**config.mk**
```make
export PLATFORM = sky130hd
export DESIGN_NAME = spi_master_tx
export DESIGN_NICKNAME = d
export VERILOG_FILES = /design/src/rtl/spi_pkg.sv /design/src/rtl/spi_sclk_div.sv /design/src/rtl/spi_master_tx.sv
export SDC_FILE = /design/constraint.sdc
export NUM_CORES = 1
export LEC_CHECK = 0
export CORE_MARGIN = 1
export CORE_UTILIZATION = 49
export DETAILED_ROUTE_END_ITERATION = 7
export MAX_ROUTING_LAYER = met4
export PLACE_DENSITY_LB_ADDON = 0.15
export SYNTH_ARGS = -nofsm -noshare
export SYNTH_HDL_FRONTEND = slang
export SYNTH_SLANG_ARGS = --single-unit
```
**constraint.sdc**
```tcl
create_clock -name clk -period 1.9 [get_ports clk]
set_input_delay 0.38 -clock clk [delete_from_list [all_inputs] [get_ports clk]]
set_output_delay 0.38 -clock clk [all_outputs]
set_load 0.02 [all_outputs]
```
**src/rtl/spi_pkg.sv**
```systemverilog
// Shared SPI definitions: transmitter state encoding, frame/byte widths and
// the 14-bit display value to 16-bit frame packing used by master and slave.
package spi_pkg;

   localparam int SPI_FRAME_BITS   = 16;
   localparam int SPI_BYTE_BITS    = 8;
   localparam int SPI_DATA_BITS    = 14;
   localparam int SPI_HI_DATA_BITS = SPI_DATA_BITS - SPI_BYTE_BITS;
   localparam int SPI_PAD_BITS     = SPI_BYTE_BITS - SPI_HI_DATA_BITS;
   localparam int SPI_BIT_CNT_W    = $clog2(SPI_FRAME_BITS);

   typedef enum logic [2:0] {
      IDLE,
      LEAD,
      SCLK_HI,
      SCLK_LO,
      TRAIL,
      DONE
   } spi_tx_state_e;

   // High byte carries the top data bits padded with zeros.
   function automatic logic [SPI_FRAME_BITS-1:0] spi_pack(input logic [SPI_DATA_BITS-1:0] data);
      return {{SPI_PAD_BITS{1'b0}}, data};
   endfunction

endpackage

```
**src/rtl/spi_sclk_div.sv**
```systemverilog
// Half-period tick generator: pulses tick every CLK_DIV cycles while en is high.
module spi_sclk_div #(
   parameter int CLK_DIV = 50
) (
   input  logic clk,
   input  logic reset,
   input  logic en,
   output logic tick
);

   localparam int               CNT_W   = (CLK_DIV > 1) ? $clog2(CLK_DIV) : 1;
   localparam logic [CNT_W-1:0] CNT_MAX = CNT_W'(CLK_DIV - 1);

   logic [CNT_W-1:0] cnt_reg;

   // Count is held at zero while disabled, so every enable rise starts a full period.
   always_ff @(posedge clk or negedge reset) begin
      if (!reset)
         cnt_reg <= '0;
      else if (!en || cnt_reg == CNT_MAX)
         cnt_reg <= '0;
      else
         cnt_reg <= cnt_reg + 1'b1;
   end

   assign tick = en && (cnt_reg == CNT_MAX);

endmodule

```
**src/rtl/spi_master_tx.sv**
```systemverilog
// SPI mode-0 master sending a 14-bit value as a two-byte frame.
// Optional miso loop capture into rx_word when SPI_MISO_CAPTURE_EN is defined.
module spi_master_tx
   import spi_pkg::*;
#(
   parameter int CLK_DIV = 50
) (
   input  logic                      clk,
   input  logic                      reset,
   input  logic                      start,
   input  logic [SPI_DATA_BITS-1:0]  tx_data,
   output logic                      busy,
   output logic                      done,
   output logic [SPI_FRAME_BITS-1:0] rx_word,
   output logic                      sclk,
   output logic                      mosi,
   input  logic                      miso,
   output logic                      SS
);

   localparam logic [SPI_BIT_CNT_W-1:0] LAST_BIT = SPI_BIT_CNT_W'(SPI_FRAME_BITS - 1);

   spi_tx_state_e             state_reg, state_next;
   logic [SPI_FRAME_BITS-1:0] shift_reg, shift_next;
   logic [SPI_BIT_CNT_W-1:0]  bit_cnt_reg, bit_cnt_next;
   logic                      mosi_reg, mosi_next;
   logic                      ss_reg, sclk_reg, busy_reg, done_reg;
   logic [SPI_FRAME_BITS-1:0] frame_word;
   logic                      div_en, div_tick;

   assign frame_word = spi_pack(tx_data);
   assign div_en     = (state_reg != IDLE) && (state_reg != DONE);

   spi_sclk_div #(.CLK_DIV(CLK_DIV)) u_div (
      .clk   (clk),
      .reset (reset),
      .en    (div_en),
      .tick  (div_tick)
   );

   always_comb begin
      state_next   = state_reg;
      shift_next   = shift_reg;
      bit_cnt_next = bit_cnt_reg;
      mosi_next    = mosi_reg;
      case (state_reg)
         IDLE: if (start) begin
            state_next   = LEAD;
            shift_next   = frame_word;
            bit_cnt_next = '0;
            mosi_next    = frame_word[SPI_FRAME_BITS-1];
         end
         LEAD: if (div_tick) state_next = SCLK_HI;
         SCLK_HI: if (div_tick) begin
            state_next = SCLK_LO;
            shift_next = shift_reg << 1;
            mosi_next  = shift_reg[SPI_FRAME_BITS-2];
         end
         // bit_cnt_reg[3] doubles as the byte index within the frame.
         SCLK_LO: if (div_tick) begin
            if (bit_cnt_reg == LAST_BIT) begin
               state_next = TRAIL;
            end else begin
               state_next   = SCLK_HI;
               bit_cnt_next = bit_cnt_reg + 1'b1;
            end
         end
         TRAIL:   if (div_tick) state_next = DONE;
         DONE:    state_next = IDLE;
         default: state_next = IDLE;
      endcase
      if (state_next == IDLE || state_next == DONE)
         mosi_next = 1'b0;
   end

   // Pin drivers are registered from the next state so they change cleanly with the FSM.
   always_ff @(posedge clk or negedge reset) begin
      if (!reset) begin
         state_reg   <= IDLE;
         shift_reg   <= '0;
         bit_cnt_reg <= '0;
         mosi_reg    <= 1'b0;
         ss_reg      <= 1'b1;
         sclk_reg    <= 1'b0;
         busy_reg    <= 1'b0;
         done_reg    <= 1'b0;
      end else begin
         state_reg   <= state_next;
         shift_reg   <= shift_next;
         bit_cnt_reg <= bit_cnt_next;
         mosi_reg    <= mosi_next;
         ss_reg      <= (state_next == IDLE) || (state_next == DONE);
         sclk_reg    <= (state_next == SCLK_HI);
         busy_reg    <= (state_next != IDLE);
         done_reg    <= (state_next == DONE);
      end
   end

   assign SS   = ss_reg;
   assign sclk = sclk_reg;
   assign mosi = mosi_reg;
   assign busy = busy_reg;
   assign done = done_reg;

`ifdef SPI_MISO_CAPTURE_EN
   logic [SPI_FRAME_BITS-1:0] rx_shift_reg, rx_word_reg;

   always_ff @(posedge clk or negedge reset) begin
      if (!reset) begin
         rx_shift_reg <= '0;
         rx_word_reg  <= '0;
      end else begin
         if (state_next == SCLK_HI && state_reg != SCLK_HI)
            rx_shift_reg <= {rx_shift_reg[SPI_FRAME_BITS-2:0], miso};
         if (state_next == DONE)
            rx_word_reg <= rx_shift_reg;
      end
   end

   assign rx_word = rx_word_reg;
`else
   logic unused_miso;
   assign unused_miso = miso;
   assign rx_word     = '0;
`endif

endmodule

```
# ---- After elaboration in Yosys (flattened, before gate mapping)
# Cells that the tools add are included.
# W data, S select, Z words.
dict set report totals {
  output_inout_bits 21
  reg_bits 33
  in_bits 18
  wordCells 60
}
dict set report classes {
  reduce_logical 15
  n_mux 19
  eq_ne 15
  add_sub_neg 2
}
# cell count
set ops {}
lappend ops {{$mux W15} 2}
lappend ops {{$pmux W15 S2} 1}
lappend ops {{$mux W3} 6}
lappend ops {{$pmux W3 S5} 1}
lappend ops {{$mux W4} 3}
lappend ops {{$eq A3 B2 Y1 const B} 3}
lappend ops {{$ne A3 B3 Y1 const B} 3}
lappend ops {{$reduce_bool A3 Y1} 3}
lappend ops {{$ne A2 B2 Y1 const B} 4}
lappend ops {{$pmux W4 S2} 1}
lappend ops {{$add A6 B1 Y6 const B} 1}
lappend ops {{$eq A3 B3 Y1 const B} 2}
lappend ops {{$eq A6 B6 Y1 const B} 1}
lappend ops {{$logic_not A3 Y1} 2}
lappend ops {{$mux W6} 1}
lappend ops {{$reduce_and A3 Y1} 2}
lappend ops {{$add A4 B1 Y4 const B} 1}
lappend ops {{$eq A4 B4 Y1 const B} 1}
lappend ops {{$reduce_and A4 Y1} 1}
lappend ops {{$reduce_bool A2 Y1} 2}
lappend ops {{$eq A3 B1 Y1 const B} 1}
lappend ops {{$mux W1} 3}
lappend ops {{$logic_and A1 B1 Y1} 2}
lappend ops {{$logic_or A1 B1 Y1} 2}
lappend ops {{2 further kinds} 2}

# ---- Longest topological paths before layout
dict set report depth {
  depth_word 9
  mapped_depth 7
  mapped_depth_nobuf 6
}

# ---- Hierarchy
# Synthesis repeated with hierarchy kept, for this count alone.
dict set report unflattened {
  hier_cells 159
  area_unflattened_um2 1795.5
}
# mod area_each_um2 instances cells_per_inst
set by_module_without_submodules {}
lappend by_module_without_submodules {spi_master_tx 1503.9 1 131}
lappend by_module_without_submodules {spi_sclk_div 291.5 1 28}

# ---- Worst setup path after synthesis
# OpenSTA, ideal clock, no wires.
dict set report synth_path {
  path_type {flip-flop to flip-flop}
  start {reg u_div.cnt_reg[1]}
  end {reg bit_cnt_reg[3]}
  path_stages_with_launch 7
  n_path_buf 0
  path_slack_ps 203
  setup_time_ps 77
  arrival_time_ps 1620
  cell_sequence {dfrtp_1 > inv_1 > ha_1 > nand4b_4 > or3_1 > or3_1 > a21oi_1}
}
dict set report synth_via {
  elab_chain_cells 4
}
# item line_no
set synth_lines {}
lappend synth_lines {{start, declared} spi_sclk_div.sv:14} ;# logic [CNT_W-1:0] cnt_reg;
lappend synth_lines {{start signal, assigned} spi_sclk_div.sv:23} ;# cnt_reg <= cnt_reg + 1'b1;
lappend synth_lines {{$eq A6 B6 Y1} spi_sclk_div.sv:26} ;# assign tick = en && (cnt_reg == CNT_MAX);
lappend synth_lines {{$logic_and A1 B1 Y1} spi_sclk_div.sv:26}
lappend synth_lines {{$ne A2 B2 Y1 (no line)} --}
lappend synth_lines {{$reduce_and A4 Y1 (no line)} --}
lappend synth_lines {{end signal, assigned} spi_master_tx.sv:90} ;# bit_cnt_reg <= bit_cnt_next;
lappend synth_lines {{end, declared} spi_master_tx.sv:25} ;# logic [SPI_BIT_CNT_W-1:0] bit_cnt_reg, bit_cnt_next;
# Every way passes these cells.
# A chain may end at the register's enable or synchronous reset.

# ---- Worst setup path after layout
dict set report layout_path {
  start {reg ss_reg, in the netlist SS}
  end {out SS}
}
# item line_no
set layout_rtl {}
lappend layout_rtl {{start, declared} spi_master_tx.sv:27} ;# logic ss_reg, sclk_reg, busy_reg, done_reg;
lappend layout_rtl {{start signal, assigned} spi_master_tx.sv:92} ;# ss_reg <= (state_next == IDLE) || (state_next == DONE);
lappend layout_rtl {{end, declared} spi_master_tx.sv:18} ;# output logic SS
# No word-level cell between the ends.

==> flow_metrics.tcl <==
set metrics [dict create \
    post_cts_resized 0 \
    overflow 0 \
    grt_pass1_vias 1301 \
    core_area_mm2 0.003337 \
    ys_seq_elements 33 \
    post_cts_buffers 0 \
    synth.cell_area_mm2 0.001702 \
    ys_seq_area_share_pct 48.60 \
    portBuffers 21 \
    end_kind "primary output" \
    cp.arrival_ns 1.44 \
    clock-root-buffer "clkbuf_4" \
    path_buf_inv 1 \
    cts_made_buffers 5 \
    grt_max_degree 34 \
    pin_count 39 \
    place_congestion 0.8569 \
    mostFrequentLayoutCells "32 x dfrtp_1, 24 x nor2_1, 21 x clkdlybuf4s50_1, 17 x nor3_1, 16 x conb_1" \
    critPathRequiredTime_ns 1.52 \
    ant_nets 0 \
    wl_per_cell_um 12.69 \
    p_sw_mw 0.2805 \
    vias 1320 \
    setup.worst_path.start_class "register" \
    avgSynthCellArea_um2 9.724 \
    rsz0062_at_grt "no" \
    p_leak_nw 0.8888 \
    ys_async_sr_fraction_pct 100.0 \
    place_hpwl_um 2189 \
    clock_skew_ns 0.003554 \
    area_growth_pct 16.91 \
    netlist_top_cells_area "dfrtp_1 47%, buf_4 7.9%, nor2_1 5.3%" \
    cts_tree "done" \
    seqPwrFrac_pct 58.8 \
    drt-total-wl_um 3172 \
    synth_top_area_share_pct 47.06 \
    maxCapViolations 0 \
    max_freq_mhz 549.6 \
    vias_per_cell 5.280 \
    postCtsHoldBufs 0 \
    first_pass_iters 4 \
    p_total_mw 1.204 \
    antennaDiodeCount 0 \
    synth-edff-count 0 \
    synth_top_area_cell "dfrtp_1" \
    die_area_mm2 0.003712 \
    core.rowCount 21 \
    grt_pass1_wl_um 5526 \
    switching_share_pct 23.31 \
    start_util_pct 50.99 \
    cts.clk_slew.worst_paths_ns 0.10 \
    slew_viol_final 0 \
    drt-initial-drc-count 48 \
    drive_gt1_share_pct 11.76 \
    chipWidth_um 60.93 \
    yosysWarnings 0 \
    cts_sinks 33 \
    power_frac_clock_pct 34.1 \
    cts_buffer_depth 2 \
    cp_top_family "buffers and inverters" \
    period_share_pct 95.77 \
    slowest_stage "clkdlybuf4s50_1" \
    critPathMaxFanout 1 \
    finalSetupViolCount 0 \
    clk_latency_ns 0.33 \
    irDropWorstVdd_mv 0.2761 \
    cts_max_level 2 \
    hold_viol_final 0 \
    power_frac_comb_pct 7.1 \
    status "finished, final reports clean" \
    min_path_type "in -> async" \
    layout_commonest_cell "dfrtp_1" \
    synth_cells 175 \
    path_cells "clkdlybuf4s50_1" \
    critPathMaxStageDelay_ns 0.59 \
    grt.total_usage_pct 21.34 \
    synthDistinctLibCells 39 \
    setup_tns_ns 0 \
    final_nets 224 \
    drc 0 \
    path_class "reg -> out" \
    fin_crit_ns 1.820 \
    die_h_um 60.93 \
    intPower_mw 0.9231 \
    synth_top_flop_cell "dfrtp_1" \
    largest_reg_flops 15 \
    power.density_mw_per_mm2 605.0 \
    antenna_found_initial 0 \
    utilization_pct 59.62 \
]
[synth_stat cells, types with 5 or more instances]
library cell / count
nand2_1: 8
dfrtp_1: 32
nor2_1: 24
inv_1: 5
nand3_1: 5
nor3_1: 17
a21oi_1: 6
buf_4: 18
o22ai_1: 14
[layer usage]
layer | wire (um) | vias to the layer above | track usage [%] | share of wire, %
li1 | - | 636 | - | -
met1 | 1444 | 637 | 25.24 | 46
met2 | 1520 | 35 | 33.12 | 48
met3 | 123 | 12 | 3.838 | 3.9
met4 | 84 | 0 | 14.29 | 2.6
met5 | 0 | - | - | 0
[worst paths after layout]
check	slack (ns)	start	cells after the start	to
setup / recovery	0.08	SS$_DFF_PN1_	1	SS
hold / removal	0.45	reset	2	shift_reg[0]$_DFFE_PN0P_
setup reg to reg	0.13	state_reg[1]$_DFF_PN0_	5	mosi$_DFFE_PN0P_
hold reg to reg	0.50	u_div.cnt_reg[0]$_DFF_PN0_	1	u_div.cnt_reg[0]$_DFF_PN0_
max in group asynchronous	1.13	reset	2	SS$_DFF_PN1_
min in group clk	0.50	u_div.cnt_reg[0]$_DFF_PN0_	1	u_div.cnt_reg[0]$_DFF_PN0_
[area by class of cell]
| class | count | area, um^2 |
|---|---|---|
| Multi-Input combinational cell | 126 | 721.9 |
| Inverter | 5 | 18.77 |
| Timing Repair Buffer | 32 | 305.3 |
| Clock buffer | 8 | 58.81 |
| Sequential cell | 33 | 827.0 |
| Tap cell | 46 | 57.56 |
| Fill cell | 306 | 1348 |
[power by group through the flow]
stage / clock, mW / combinational (mW) / sequential [mW]
detailed placement: 0 / 0.0859 / 0.721
global placement: 0 / 0.0847 / 0.721
finish: 0.411 / 0.0853 / 0.707
CTS: 0.428 / 0.0862 / 0.707
global route: 0.445 / 0.0959 / 0.708
floorplan: 0 / 0.0564 / 0.722
[per-stage QoR]
| step | std cells | cell area [um^2] | setup WS (ns) | hold WS (ns) |
|---|---|---|---|---|
| finish | 250 | 1989 | 0.08046 | 0.4453 |
| global route | 250 | 1989 | 0.01468 | 0.4800 |
| CTS | 247 | 1954 | 0.05937 | 0.4436 |
| detailed placement | 239 | 1896 | -0.1695 | 0.4940 |
| global placement | 239 | 1896 | -0.1483 | 0.4750 |
| floorplan | 190 | 1758 | 0.2025 | 0.08441 |
[cells by family after synthesis]
kind of cell	after synthesis	share of synthesized area, %
flops	33	48.60
compound gates	33	13.02
fa+ha+maj	3	2.206
xor+xnor	5	2.574
simple gates	68	20.52
mux	1	0.5883
other cells	1	0.2204
buf+inv	31	12.28
(Power assumes the default switching activity.)
==> RTL change, RTL diff (same settings) <==
`CLK_DIV` is set to 50 in 2 places; all go to 100.
--- a/src/rtl/spi_sclk_div.sv
+++ b/src/rtl/spi_sclk_div.sv
@@ -1,6 +1,6 @@
 // Half-period tick generator: pulses tick every CLK_DIV cycles while en is high.
 module spi_sclk_div #(
-   parameter int CLK_DIV = 50
+   parameter int CLK_DIV = 100
 ) (
    input  logic clk,
    input  logic reset,
--- a/src/rtl/spi_master_tx.sv
+++ b/src/rtl/spi_master_tx.sv
@@ -3,7 +3,7 @@
 module spi_master_tx
    import spi_pkg::*;
 #(
-   parameter int CLK_DIV = 50
+   parameter int CLK_DIV = 100
 ) (
    input  logic                      clk,
    input  logic                      reset,
Formal check against the unedited RTL: same outputs for any inputs over 10 cycles, from zero or initial values and one cycle with reset low; that may be too few to reach the edited logic, so the function may still have changed.
==> RTL change against the unedited design <==
  * First-iteration DRC count shrank 4.2%
  * Sequential cell count grew 1
  * Synthesized area grew 13%
  * Design area grew 14%
  * Die area grew 13%
  * Clock skew grew 0.0024 ns
  * Sequential power grew 2%
  * Wire length grew 0.69%
  * Total power grew 35%
  * Clock power grew 94%
  * Non-clock buffer count shrank 1
  * Final cell count shrank 0.80%
  * Via count shrank 4.8%
  * Worst setup slack gained 0.017 ns
==> RTL change: results <==
group,metric,value,unit
yosys,synth_cell_types,43,
min_path,hold_class,"reg -> reg",
finish,fillers,324,
finish,largest_reg_flops,15,
critical_path,critical_path_arrival,1.98,ns
critical_path,cp_top_family,"simple AND/OR/NAND/NOR gates",
grt,grt_pass1_wl,5.68,mm
die,die_w,64.7,um
critical_path,worst-path-max-fanout,15,
route,initialDrtViolationCount,46,
cts,clock-root-buffer,"clkbuf_8",
placement,gp_congestion,0.825,
cts,cts.clk_slew.worst_paths,0.07,ns
finish,nNetsFinal,219,
yosys,async_reset_ff_share,100,%
cts,clock-sinks,34,
yosys,synth_warnings,0,
power,ir_drop,0.371,mV
finish,drive_above_1_share,27.5,%
cts,clockBufferDepth,2,
grt,grt_usage,18.6,%
yosys,synth.area.top_cells,"dfrtp_1 43%, mux2_2 12%, buf_4 7.4%",
yosys,synth-adder-area-share,1.30,%
route,firstDrtPassIters,4,
cts,clock_latency,0.29,ns
route,wl,3.19,mm
grt,antenna_found_initial,0,
cts,cts_setup_buffers,0,
cts,h-tree-depth,2,
yosys,seq_area_frac_synth,44.2,%
sta,fin_skew,0.00594,ns
route,vias,1256,
outcome,status,"finished, final reports clean",
cts,cts_resized,0,
placement,port_buffers,21,
placement,dp_hpwl,2.30,mm
finish,n_antenna_cell,0,
yosys,muxShareOfSynthArea,19.2,%
yosys,synth_compound_area_share,5.97,%
power,p_int,1.30,mW
yosys,synth-xor-area-share,2.73,%
power,p_leak,1.07,nW
cts,cts_buffers,5,
yosys,synthTopCellsByCount,"33 x dfrtp_1, 20 x mux2_2, 19 x buf_4",
critical_path,critPathMaxStageDelay,0.40,ns
grt,grt_max_degree,35,
sta,worst_pin_slew,0.515,ns
critical_path,cp_slowest_cell,"dfrtp_1",
[RTL change: cell types whose count changed after synthesis, moves of 3 or more]
cell,before,now
mux2_4,0,9
nor2b_1,0,3
nor2_1,24,17
nor3_1,17,3
a21oi_1,6,2
mux2_2,0,20
or3_1,3,0
o22ai_1,14,0
[RTL change: kinds of logic after synthesis]
logic type / after synthesis
and+or+nand+nor: 55
muxes: 30
buffers and inverters: 26
DFF: 34
other: 1
AOI/OAI and AO/OA: 15
xor gates and xnor gates: 6
adders and majority gates: 2
[RTL change: power by group through the flow]
stage / Clock (mW) / Sequential [mW] / Combinational (mW)
2_1_floorplan: 0 / 0.738 / 0.0722
3_3_place_gp: 0 / 0.737 / 0.0990
3_5_place_dp: 0 / 0.737 / 0.101
4_1_cts: 0.815 / 0.723 / 0.102
5_1_grt: 0.852 / 0.723 / 0.110
6_report: 0.796 / 0.723 / 0.100
[RTL change: cell type report]
| class | instances | area, um2 | area share (%) |
|---|---|---|---|
| multi-input combinational | 124 | 931 | 40.9 |
| clock inverter | 3 | 68.8 | 3.02 |
| clock buffer | 5 | 68.8 | 3.02 |
| sequential | 34 | 852 | 37.4 |
| timing repair buffer | 31 | 285 | 12.5 |
| tap | 48 | 60.1 | 2.64 |
| inverter | 3 | 11.3 | 0.495 |
[RTL change: worst paths after layout]
kind                                                  from                    endpoint  slack, ns  depth (start not counted)
worst max-delay path            u_div.cnt_reg[0]$_DFF_PN0_    shift_reg[0]$_DFFE_PN0P_        0.1                          5
worst min-delay path            u_div.cnt_reg[0]$_DFF_PN0_  u_div.cnt_reg[0]$_DFF_PN0_       0.47                          1
worst max register to register  u_div.cnt_reg[0]$_DFF_PN0_    shift_reg[0]$_DFFE_PN0P_        0.1                          5
worst min register to register  u_div.cnt_reg[0]$_DFF_PN0_  u_div.cnt_reg[0]$_DFF_PN0_       0.47                          1
max in group asynchronous                            reset                SS$_DFF_PN1_       1.07                          2
min in group asynchronous                            reset    shift_reg[7]$_DFFE_PN0P_       0.49                          2
[RTL change: per-layer routing]
metal,vias to the layer above,wire length [um],GRT usage (%),share of wire [%]
met5,-,0,-,0
met4,0,43,8.33,1.3
li1,614,-,-,-
met2,27,1600,30.3,50
met1,611,1420,21.4,45
met3,4,124,4.93,3.9
[RTL change: stage by stage]
stage               cells  instance area (um2)  TNS [ns]  hold slack [ns]  setup WS, ns
CTS                   248                 2280         0            0.468        0.0807
finish                248                 2280         0            0.468        0.0978
global route          248                 2280         0            0.488        0.0234
detailed placement    240                 2140    -0.465            0.459       -0.0654
global placement      240                 2140    -0.189            0.447       -0.0385
floorplan             184                 1980         0           0.0844        0.0651
